--- src/rtl/store_stage_pkg.sv ---
// Shared types and helpers for the store stage: op/state encodings, the physical
// address type, the fetch notification record and byte-lane helpers.
package store_stage_pkg;

  localparam int PHYS_ADDR_W = 21;

  typedef logic [PHYS_ADDR_W-1:0] phys_memory_address_t;

  typedef enum logic [1:0] {
    OP_NONE  = 2'd0,
    OP_STORE = 2'd1,
    OP_JUMP  = 2'd2,
    OP_RSVD  = 2'd3
  } store_op_t;

  typedef enum logic [1:0] {
    ST_IDLE     = 2'd0,
    ST_ISSUE    = 2'd1,
    ST_WAIT_ACK = 2'd2,
    ST_NOTIFY   = 2'd3
  } store_state_t;

  typedef struct packed {
    logic                 redirect;
    logic                 error;
    phys_memory_address_t pc;
  } store_to_fetch_t;

  function automatic logic [3:0] size_bytes(input logic [1:0] size);
    return 4'd1 << size;
  endfunction

  // Wide enough that an offset mask spilling past lane 7 stays visible to callers.
  function automatic logic [15:0] be_mask(input logic [1:0] size, input logic [2:0] offset);
    return ((16'd1 << size_bytes(size)) - 16'd1) << offset;
  endfunction

endpackage

--- src/rtl/store_stage_lane_align.sv ---
// Combinational lane placement for a store: byte enables, shifted data and the
// flag for stores that would cross an 8-byte line.
module store_lane_align
  import store_stage_pkg::*;
#(
  parameter int DATA_W = 64
) (
  input  logic [1:0]          size,
  input  logic [2:0]          offset,
  input  logic [DATA_W-1:0]   data,
  output logic [DATA_W/8-1:0] be,
  output logic [DATA_W-1:0]   data_shifted,
  output logic                misaligned
);

  localparam int LANES = DATA_W / 8;

  logic [15:0] mask;

  assign mask         = be_mask(size, offset);
  assign be           = LANES'(mask);
  assign data_shifted = data << {offset, 3'b000};
  assign misaligned   = ({1'b0, offset} + size_bytes(size)) > 4'd8;

endmodule

--- src/rtl/store_stage.sv ---
// Final pipeline stage: performs stores on the shared memory bus and reports
// retire/redirect to fetch. One instruction in flight, strictly in order.
//
//  state       | meaning
//  ------------+--------------------------------------------------------------
//  ST_IDLE     | ex_ready high, waiting for an execute result
//  ST_ISSUE    | write request on the bus, held until mem_req_ready
//  ST_WAIT_ACK | request accepted, counting down to the ack timeout
//  ST_NOTIFY   | retire record to fetch, held until sf_ready
module store_stage
  import store_stage_pkg::*;
#(
  parameter int core_id        = 0,
  parameter int ADDR_W         = 21,
  parameter int DATA_W         = 64,
  parameter int TIMEOUT_CYCLES = 64
) (
  input  logic                clk,
  input  logic                reset_n,
  input  logic                ex_valid,
  output logic                ex_ready,
  input  logic [1:0]          ex_op,
  input  logic [1:0]          ex_size,
  input  logic [ADDR_W-1:0]   ex_addr,
  input  logic [DATA_W-1:0]   ex_data,
  output logic                mem_req_valid,
  input  logic                mem_req_ready,
  output logic [ADDR_W-1:0]   mem_req_addr,
  output logic [DATA_W-1:0]   mem_req_data,
  output logic [DATA_W/8-1:0] mem_req_be,
  output logic [7:0]          mem_req_core,
  input  logic                mem_ack,
  output logic                sf_valid,
  input  logic                sf_ready,
  output logic                sf_redirect,
  output logic [ADDR_W-1:0]   sf_pc,
  output logic                sf_error,
  output logic [31:0]         retired_count
);

  localparam int TW = $clog2(TIMEOUT_CYCLES + 1);

  store_state_t    state, state_nxt;
  store_op_t       op_in;
  store_to_fetch_t sf_q, sf_nxt;
  logic [1:0]          size_q;
  logic [ADDR_W-1:0]   addr_q;
  logic [DATA_W-1:0]   data_q;
  logic [TW-1:0]       timer_q, timer_nxt;
  logic [31:0]         retired_q;
  logic                accept, retire;

  logic [1:0]          al_size;
  logic [2:0]          al_offset;
  logic [DATA_W/8-1:0] al_be;
  logic [DATA_W-1:0]   al_data;
  logic                al_misaligned;

  assign op_in = store_op_t'(ex_op);

  // In IDLE the aligner looks at the incoming result so misalignment is known at accept.
  assign al_size   = (state == ST_IDLE) ? ex_size      : size_q;
  assign al_offset = (state == ST_IDLE) ? ex_addr[2:0] : addr_q[2:0];

  store_lane_align #(.DATA_W(DATA_W)) u_align (
    .size         (al_size),
    .offset       (al_offset),
    .data         (data_q),
    .be           (al_be),
    .data_shifted (al_data),
    .misaligned   (al_misaligned)
  );

  always_ff @(posedge clk or negedge reset_n) begin
    if (!reset_n) begin
      state     <= ST_IDLE;
      sf_q      <= '0;
      timer_q   <= '0;
      size_q    <= '0;
      addr_q    <= '0;
      data_q    <= '0;
      retired_q <= '0;
    end else begin
      state   <= state_nxt;
      sf_q    <= sf_nxt;
      timer_q <= timer_nxt;
      if (accept) begin
        size_q <= ex_size;
        addr_q <= ex_addr;
        data_q <= ex_data;
      end
      if (retire) begin
        retired_q <= retired_q + 32'd1;
      end
    end
  end

  always_comb begin
    state_nxt     = state;
    sf_nxt        = sf_q;
    timer_nxt     = timer_q;
    ex_ready      = 1'b0;
    mem_req_valid = 1'b0;
    sf_valid      = 1'b0;
    accept        = 1'b0;
    retire        = 1'b0;
    case (state)
      ST_IDLE: begin
        ex_ready = 1'b1;
        if (ex_valid) begin
          accept = 1'b1;
          sf_nxt = '0;
          case (op_in)
            OP_STORE: begin
              if (al_misaligned) begin
                sf_nxt.error = 1'b1;
                state_nxt    = ST_NOTIFY;
              end else begin
                state_nxt = ST_ISSUE;
              end
            end
            OP_JUMP: begin
              sf_nxt.redirect = 1'b1;
              sf_nxt.pc       = PHYS_ADDR_W'(ex_addr);
              state_nxt       = ST_NOTIFY;
            end
            default: state_nxt = ST_NOTIFY;
          endcase
        end
      end
      ST_ISSUE: begin
        mem_req_valid = 1'b1;
        if (mem_req_ready) begin
          timer_nxt = TW'(TIMEOUT_CYCLES - 1);
          state_nxt = ST_WAIT_ACK;
        end
      end
      ST_WAIT_ACK: begin
        // An ack on the final timer cycle still counts as a clean completion.
        if (mem_ack) begin
          state_nxt = ST_NOTIFY;
        end else if (timer_q == '0) begin
          sf_nxt.error = 1'b1;
          state_nxt    = ST_NOTIFY;
        end else begin
          timer_nxt = timer_q - TW'(1);
        end
      end
      ST_NOTIFY: begin
        sf_valid = 1'b1;
        if (sf_ready) begin
          retire    = 1'b1;
          state_nxt = ST_IDLE;
        end
      end
      default: state_nxt = ST_IDLE;
    endcase
  end

  assign mem_req_addr  = mem_req_valid ? {addr_q[ADDR_W-1:3], 3'b000} : '0;
  assign mem_req_data  = mem_req_valid ? al_data : '0;
  assign mem_req_be    = mem_req_valid ? al_be : '0;
  assign mem_req_core  = mem_req_valid ? 8'(core_id) : 8'd0;

  assign sf_redirect   = sf_valid & sf_q.redirect;
  assign sf_error      = sf_valid & sf_q.error;
  assign sf_pc         = sf_valid ? ADDR_W'(sf_q.pc) : '0;
  assign retired_count = retired_q;

endmodule
--- config.mk ---
export PLATFORM = sky130hd
export DESIGN_NAME = store_stage
export DESIGN_NICKNAME = d
export VERILOG_FILES = /design/src/rtl/store_stage_pkg.sv /design/src/rtl/store_stage_lane_align.sv /design/src/rtl/store_stage.sv
export SDC_FILE = /design/constraint.sdc
export NUM_CORES = 1
export LEC_CHECK = 0
export BUFFER_PORTS_ARGS = -buffer_cell sky130_fd_sc_hd__buf_2
export CORE_ASPECT_RATIO = 1.1
export CORE_MARGIN = 8
export CORE_UTILIZATION = 45
export CTS_CLUSTER_DIAMETER = 40
export CTS_CLUSTER_SIZE = 40
export DETAILED_ROUTE_END_ITERATION = 12
export PLACE_DENSITY = 0.76
export SYNTH_ARGS = -nofsm -noshare
export SYNTH_HDL_FRONTEND = slang
export SYNTH_SLANG_ARGS = --single-unit
--- constraint.sdc ---
create_clock -name clk -period 3.3 [get_ports clk]
set_input_delay 0.33 -clock clk [delete_from_list [all_inputs] [get_ports clk]]
set_output_delay 0.33 -clock clk [all_outputs]
set_load 0.01 [all_outputs]
* Word-level counts from Yosys, hierarchy flattened
Index checks and enable logic that the tools add are counted.
Cells by class: add/subtract/negate cells 4, $lt $le $gt $ge 1, equality and inequality tests 12, shift-type cells 4, multiplexer cells 33, bitwise operators 2, reductions and logical operators 8
Operators with widths (number):
- two-way mux 64 bit | 1
- << shifter 64 x 6 -> 64 bit | 1
- two-way mux 21 bit | 3
- adder 32 x 1 -> 32 bit (second input constant) | 1
- two-way mux 22 bit | 1
- two-way mux 7 bit | 3
- two-way mux 2 bit | 8
- << shifter 1 x 4 -> 16 bit (first input constant) | 1
- << shifter 16 x 3 -> 8 bit | 1
- subtractor 16 x 1 -> 16 bit (second input constant) | 1
- one-hot mux 7 bit (2 select lines) | 1
- two-way mux 1 bit | 12
- inequality test 2 bit (second input constant) | 6
- AND reduction 4 bit | 3
- two-way mux 8 bit | 1
- one-hot mux 2 bit (4 select lines) | 1
- logical NOT 7 bit | 1
- subtractor 7 x 1 -> 7 bit (second input constant) | 1
- == test 2 bit (second input constant) | 3
- adder 3 x 4 -> 4 bit | 1
- == test 2 x 1 -> 1 bit (second input constant) | 2
- > comparator 4 bit (second input constant) | 1
- nonzero test 2 bit | 2
- << shifter 1 x 2 -> 4 bit (first input constant) | 1
- other kinds (6) | 7
Storage, ports and cells: flip-flop bits (word level) 151, input port bits 95, word-level logic and storage cells 73

* Depth between registers and ports, before layout
depth in word-level cells 9, mapped depth 13, mapped depth without buffers 10

* By module
From an unflattened synthesis, not the netlist that was laid out.
Unflattened totals: cells, all modules 855, area, all modules 9287.7 µm²
By module, submodules not included:
- store_stage | times used 1, cells each 581, area an instance 7101.8 µm²
- store_lane_align | times used 1, cells each 274, area an instance 2185.8 µm²

* Worst setup path before layout
Ideal clock, no wire load.
path kind reg2reg, start point register state[0], end point register state[1], library setup time 0.142 ns, data arrival time 2.794 ns, setup slack 0.364 ns, stages on the path, launching flop included 13, path buffers 3, cells stage by stage dfrtp_1 -> inv_1 -> ha_1 -> buf_6 -> mux2i_4 -> inv_4 -> buf_4 -> buf_2 -> ha_1 -> fa_1 -> or2_2 -> o31ai_1 -> a41oi_1
Between the ends: cells in the longest elaborated chain, start to end 9, elaborated cells on any way between the ends 18, classes of those cells add/sub: 1; order compare: 1; eq/ne: 7; shift: 1; mux: 6; reduce/logical: 2
RTL lines:
- start: declaration | RTL line store_stage.sv:43 | store_state_t state, state_nxt;
- start signal: assignment | RTL line store_stage.sv:84 | state <= state_nxt;
- logical NOT 2 bit | RTL line store_stage.sv:62, store_stage.sv:63, store_stage.sv:107
- two-way mux 2 bit | RTL line store_stage.sv:62 | assign al_size = (state == ST_IDLE) ? ex_size : size_q;
- << shifter 1 x 2 -> 4 bit | RTL line store_stage_pkg.sv:30 | return 4'd1 << size;
- adder 3 x 4 -> 4 bit | RTL line store_stage_lane_align.sv:23 | assign misaligned = ({1'b0, offset} + size_bytes(size)) > 4'd8;
- > comparator 4 bit | RTL line store_stage_lane_align.sv:23
- two-way mux 2 bit | RTL line store_stage.sv:115 | if (al_misaligned) begin
- two-way mux 2 bit | RTL line store_stage.sv:113 | case (op_in)
- two-way mux 2 bit | RTL line store_stage.sv:110 | if (ex_valid) begin
- one-hot mux 2 bit (4 select lines) | RTL line store_stage.sv:107 | case (state)
Several ways; a longest one is shown, not always the timed one. The select of a mux whose other input is x is not followed. A chain may end at the register's enable or synchronous reset.

* Worst setup path in the final report
start point register state[0], end point output mem_req_data[58]
Between the ends: cells in the longest elaborated chain, start to end 4, elaborated cells on any way between the ends 6, classes of those cells eq/ne: 1; shift: 1; mux: 3; reduce/logical: 1
RTL lines:
- logical NOT 2 bit | RTL line store_stage.sv:63 | assign al_offset = (state == ST_IDLE) ? ex_addr[2:0] : addr_q[2:0];
- two-way mux 3 bit | RTL line store_stage.sv:63
- << shifter 64 x 6 -> 64 bit | RTL line store_stage_lane_align.sv:22 | assign data_shifted = data << {offset, 3'b000};
- two-way mux 64 bit (*) | RTL line store_stage.sv:161 | assign mem_req_data = mem_req_valid ? al_data : '0;
- end: declaration | RTL line store_stage.sv:29 | output logic [DATA_W-1:0] mem_req_data,
Mark *: on every way between the ends. The rest lies on a longest branch, timed or not.

==> results.json <==
{
  "outcome": "completed",
  "drtAntennaViolNets": 0,
  "setup_violations": 0,
  "grt_max_degree": 85,
  "cp.arrival_ns": 2.84,
  "min_period_ns": 3.17,
  "globalRouteMet3Util_pct": 7.96,
  "first_global_vias": 7549,
  "drive_above_1_share_pct": 36.5,
  "die-area_sq_um": 24000,
  "grt_pass1_wl_mm": 40.9,
  "switchingPower_mw": 4.94,
  "hold_viol": 0,
  "skew_ns": 0.00701,
  "start_kind": "flip-flop",
  "grt_use_met1_pct": 26.6,
  "synth_top_area_share_pct": 43.5,
  "path_clk_slew_ns": 0.07,
  "cts-root-buf": "clkbuf_16",
  "numCtsBuffers": 17,
  "drtIter0Drc": 571,
  "fmax_mhz": 316,
  "ios": 254,
  "path_class": "reg2out",
  "syn_to_final_growth_pct": 23.6,
  "crit_slowest_cell": "dfrtp_1",
  "synth_cell_type_count": 55,
  "clk_latency_ns": 0.42,
  "grt_usage_pct": 21.4,
  "post_drt_wl_per_cell_um": 18.7,
  "fp.coreArea_sq_um": 19000,
  "antenna_found_initial": 11,
  "netSwitchingFraction_pct": 44.0,
  "hold_class": "in2reg",
  "dr_total_vias": 7512,
  "dp_cells": 1342,
  "rsz0062_at_grt": "true",
  "power.density_nw_per_um2": 1050,
  "tightest_slew_ns": 0.642,
  "max-slew-margin-rel_pct": 57.2,
  "cts_tree": "built",
  "vdd_drop_max_mv": 0.479,
  "cp_cell_sequence": "inv_1 -> ha_4 -> mux2i_4 -> buf_6 -> mux2i_1 -> mux2i_1 -> nand2_1 -> a21oi_1 -> buf_2",
  "p_comb_share_pct": 51.6,
  "final_cell_mix": "buf_2 (241), dfrtp_1 (151), nand2_1 (141)",
  "internal_power_mw": 6.30,
  "grt_most_used_layer": "met2",
  "synth_area_leader_cell": "dfrtp_1",
  "postPlaceCellArea_sq_um": 10100,
  "die_w_um": 148,
  "synth-async-reset-ratio_pct": 100,
  "power.share.sequential_pct": 29.7,
  "cts_setup_buffers": 0,
  "ys_top_cells_by_area": "dfrtp_1 (44%), mux2_2 (12%), nand2_1 (6.1%), mux2i_1 (4.7%), and2_1 (3.7%)",
  "final_cell_count_no_fill": 1378,
  "fin_util_pct": 56.4,
  "die_h_um": 162,
  "cts_sinks": 151,
  "cp_common_cell": "mux2i_1",
  "num_rows": 53,
  "critical_path_peak_fanout": 48,
  "synth-edff-count": 0,
  "yosys_warnings": 0,
  "cpPeakStageDelay_ns": 0.42,
  "synthFlopType": "dfrtp_1",
  "dr.pass1.iters": 6,
  "cp.required_ns": 2.97,
  "pwr-share-clk_pct": 18.7,
  "yosysSeqAreaShare_pct": 43.5,
  "grt-ovfl-total": 0,
  "grtUsageMet2_pct": 32.5,
  "gp_congestion": 0.933,
  "wl_mm": 25.8,
  "start_util_pct": 45.6,
  "fill_cells": 1650,
  "clockBufferDepth": 2,
  "htreeDepth": 4,
  "nNetsFinal": 1220,
  "drt-vias-per-instance": 5.45,
  "yosys_register_bits": 151,
  "syn_area_sq_um": 8680,
  "port_buffers": 242,
  "crit_path_end_kind": "output pin",
  "cap_violations": 0,
  "period_share_pct": 96.0,
  "avgSynthCellArea_sq_um": 9.77,
  "drcViolationCount": 0,
  "synthCells": 889,
  "final_max_slew_viol_count": 0,
  "p_leak_nw": 5.40,
  "final_common_cell": "buf_2",
  "tns_ns": 0,
  "dp_hpwl_mm": 19.2,
  "design_area_sq_um": 10700
}
-- through the flow --
step	setup WS (ns)	power [mW]	hold WS [ns]
floorplan	0.364	7.32	0.0344
global placement	0.265	8.89	0.370
detailed placement	0.189	9.00	0.369
CTS	0.0139	11.2	0.118
global route	-0.00892	12.0	0.113
finish	0.132	11.2	0.133
-- path summary, 6_finish.rpt --
kind	from	end	slack, ns	cells past startpoint
setup / recovery	state[0]	mem_req_data[58]	0.13	9
min in group asynchronous	reset_n	addr_q[8]	0.45	2
hold / removal	ex_addr[16]	sf_q[16]	0.13	2
hold reg to reg	retired_count[31]	retired_count[31]	0.47	1
max in group asynchronous	reset_n	data_q[34]	1.96	3
setup reg to reg	state[0]	state[1]	0.37	9
-- power by group through the flow --
stage	clock network, mW	logic [mW]	registers [mW]
after CTS	2.14	5.72	3.31
after global placement	0	5.58	3.30
final	2.10	5.80	3.33
after floorplan	0	4.27	3.05
after detailed placement	0	5.67	3.33
after global routing	2.23	6.39	3.41
-- state kept, by name, indices dropped and copies added, names as in the netlist --
register / cells
timer_q: 7
data_q: 64
retired_count: 32
state: 2
size_q: 2
sf_q: 23
addr_q: 21
-- worst max-delay path: cells and delay by family, from the launching register on --
family,cells,cell delay (ns)
buf+inv,3,0.72
compound gates,1,0.28
fa+ha+maj,1,0.24
flops,1,0.42
mux,3,0.66
simple gates,1,0.08
-- cell usage after synthesis (2+ instances only) --
cell type and n:
dfrtp_1 151, nand2_1 142, mux2_2 90, nor2_1 62
nand3_1 59, a21oi_1 53, and2_1 52, mux2i_1 41
buf_2 27, a22o_1 22, xnor2_1 20, buf_4 16
clkbuf_1 16, xor2_1 13, nor3_1 12, nor2b_1 11
ha_1 9, inv_1 9, a31oi_1 8, a211oi_1 7
o21ai_0 7, and3_1 6, nand4_1 6, and4_1 5
buf_6 4, mux2i_4 4, a211oi_2 3, clkbuf_2 2
mux2_4 2, nand2b_1 2, nor3_2 2, nor4_4 2
or2_2 2
-- kinds of logic (layout without fill, tap and decap cells) --
group	after synthesis	count (layout)	share of synthesized area [%]
adder cells (fa/ha/maj)	10	10	1.53
XOR/XNOR	33	33	3.33
buffers and inverters	77	306	4.81
other	1	14	0.0432
AO/OA/AOI/OAI	107	107	8.02
AND/OR/NAND/NOR	372	372	20.8
multiplexers	138	138	17.9
flip-flops	151	151	43.5
-- repair_timing --
action | CTS | global route
endpoints found under the setup margin | 48 | 52
endpoints found under the hold margin | 67 | 0
pin swaps | 0 | 0
gates resized for setup | 2 | 6
hold buffers | 1 | 0
-- layer usage --
| layer | up-vias | routed length, um |
|---|---|---|
| met4 | 16 | 733 |
| met2 | 365 | 11900 |
| met1 | 3567 | 10400 |
| li1 | 3497 | - |
| met5 | - | 92 |
| met3 | 67 | 2680 |
-- final cells by class --
cell class	instances	area, sq um	area share (%)
Tap cell	247	309	2.88
Clock inverter	15	206	1.92
Inverter	11	46.3	0.431
Antenna cell	3	7.51	0.0699
Sequential cell	151	3780	35.2
Clock buffer	17	425	3.96
Timing Repair Buffer	263	1410	13.1
Multi-Input combinational cell	671	4550	42.4
No activity file was read; power rests on OpenSTA's default activity.
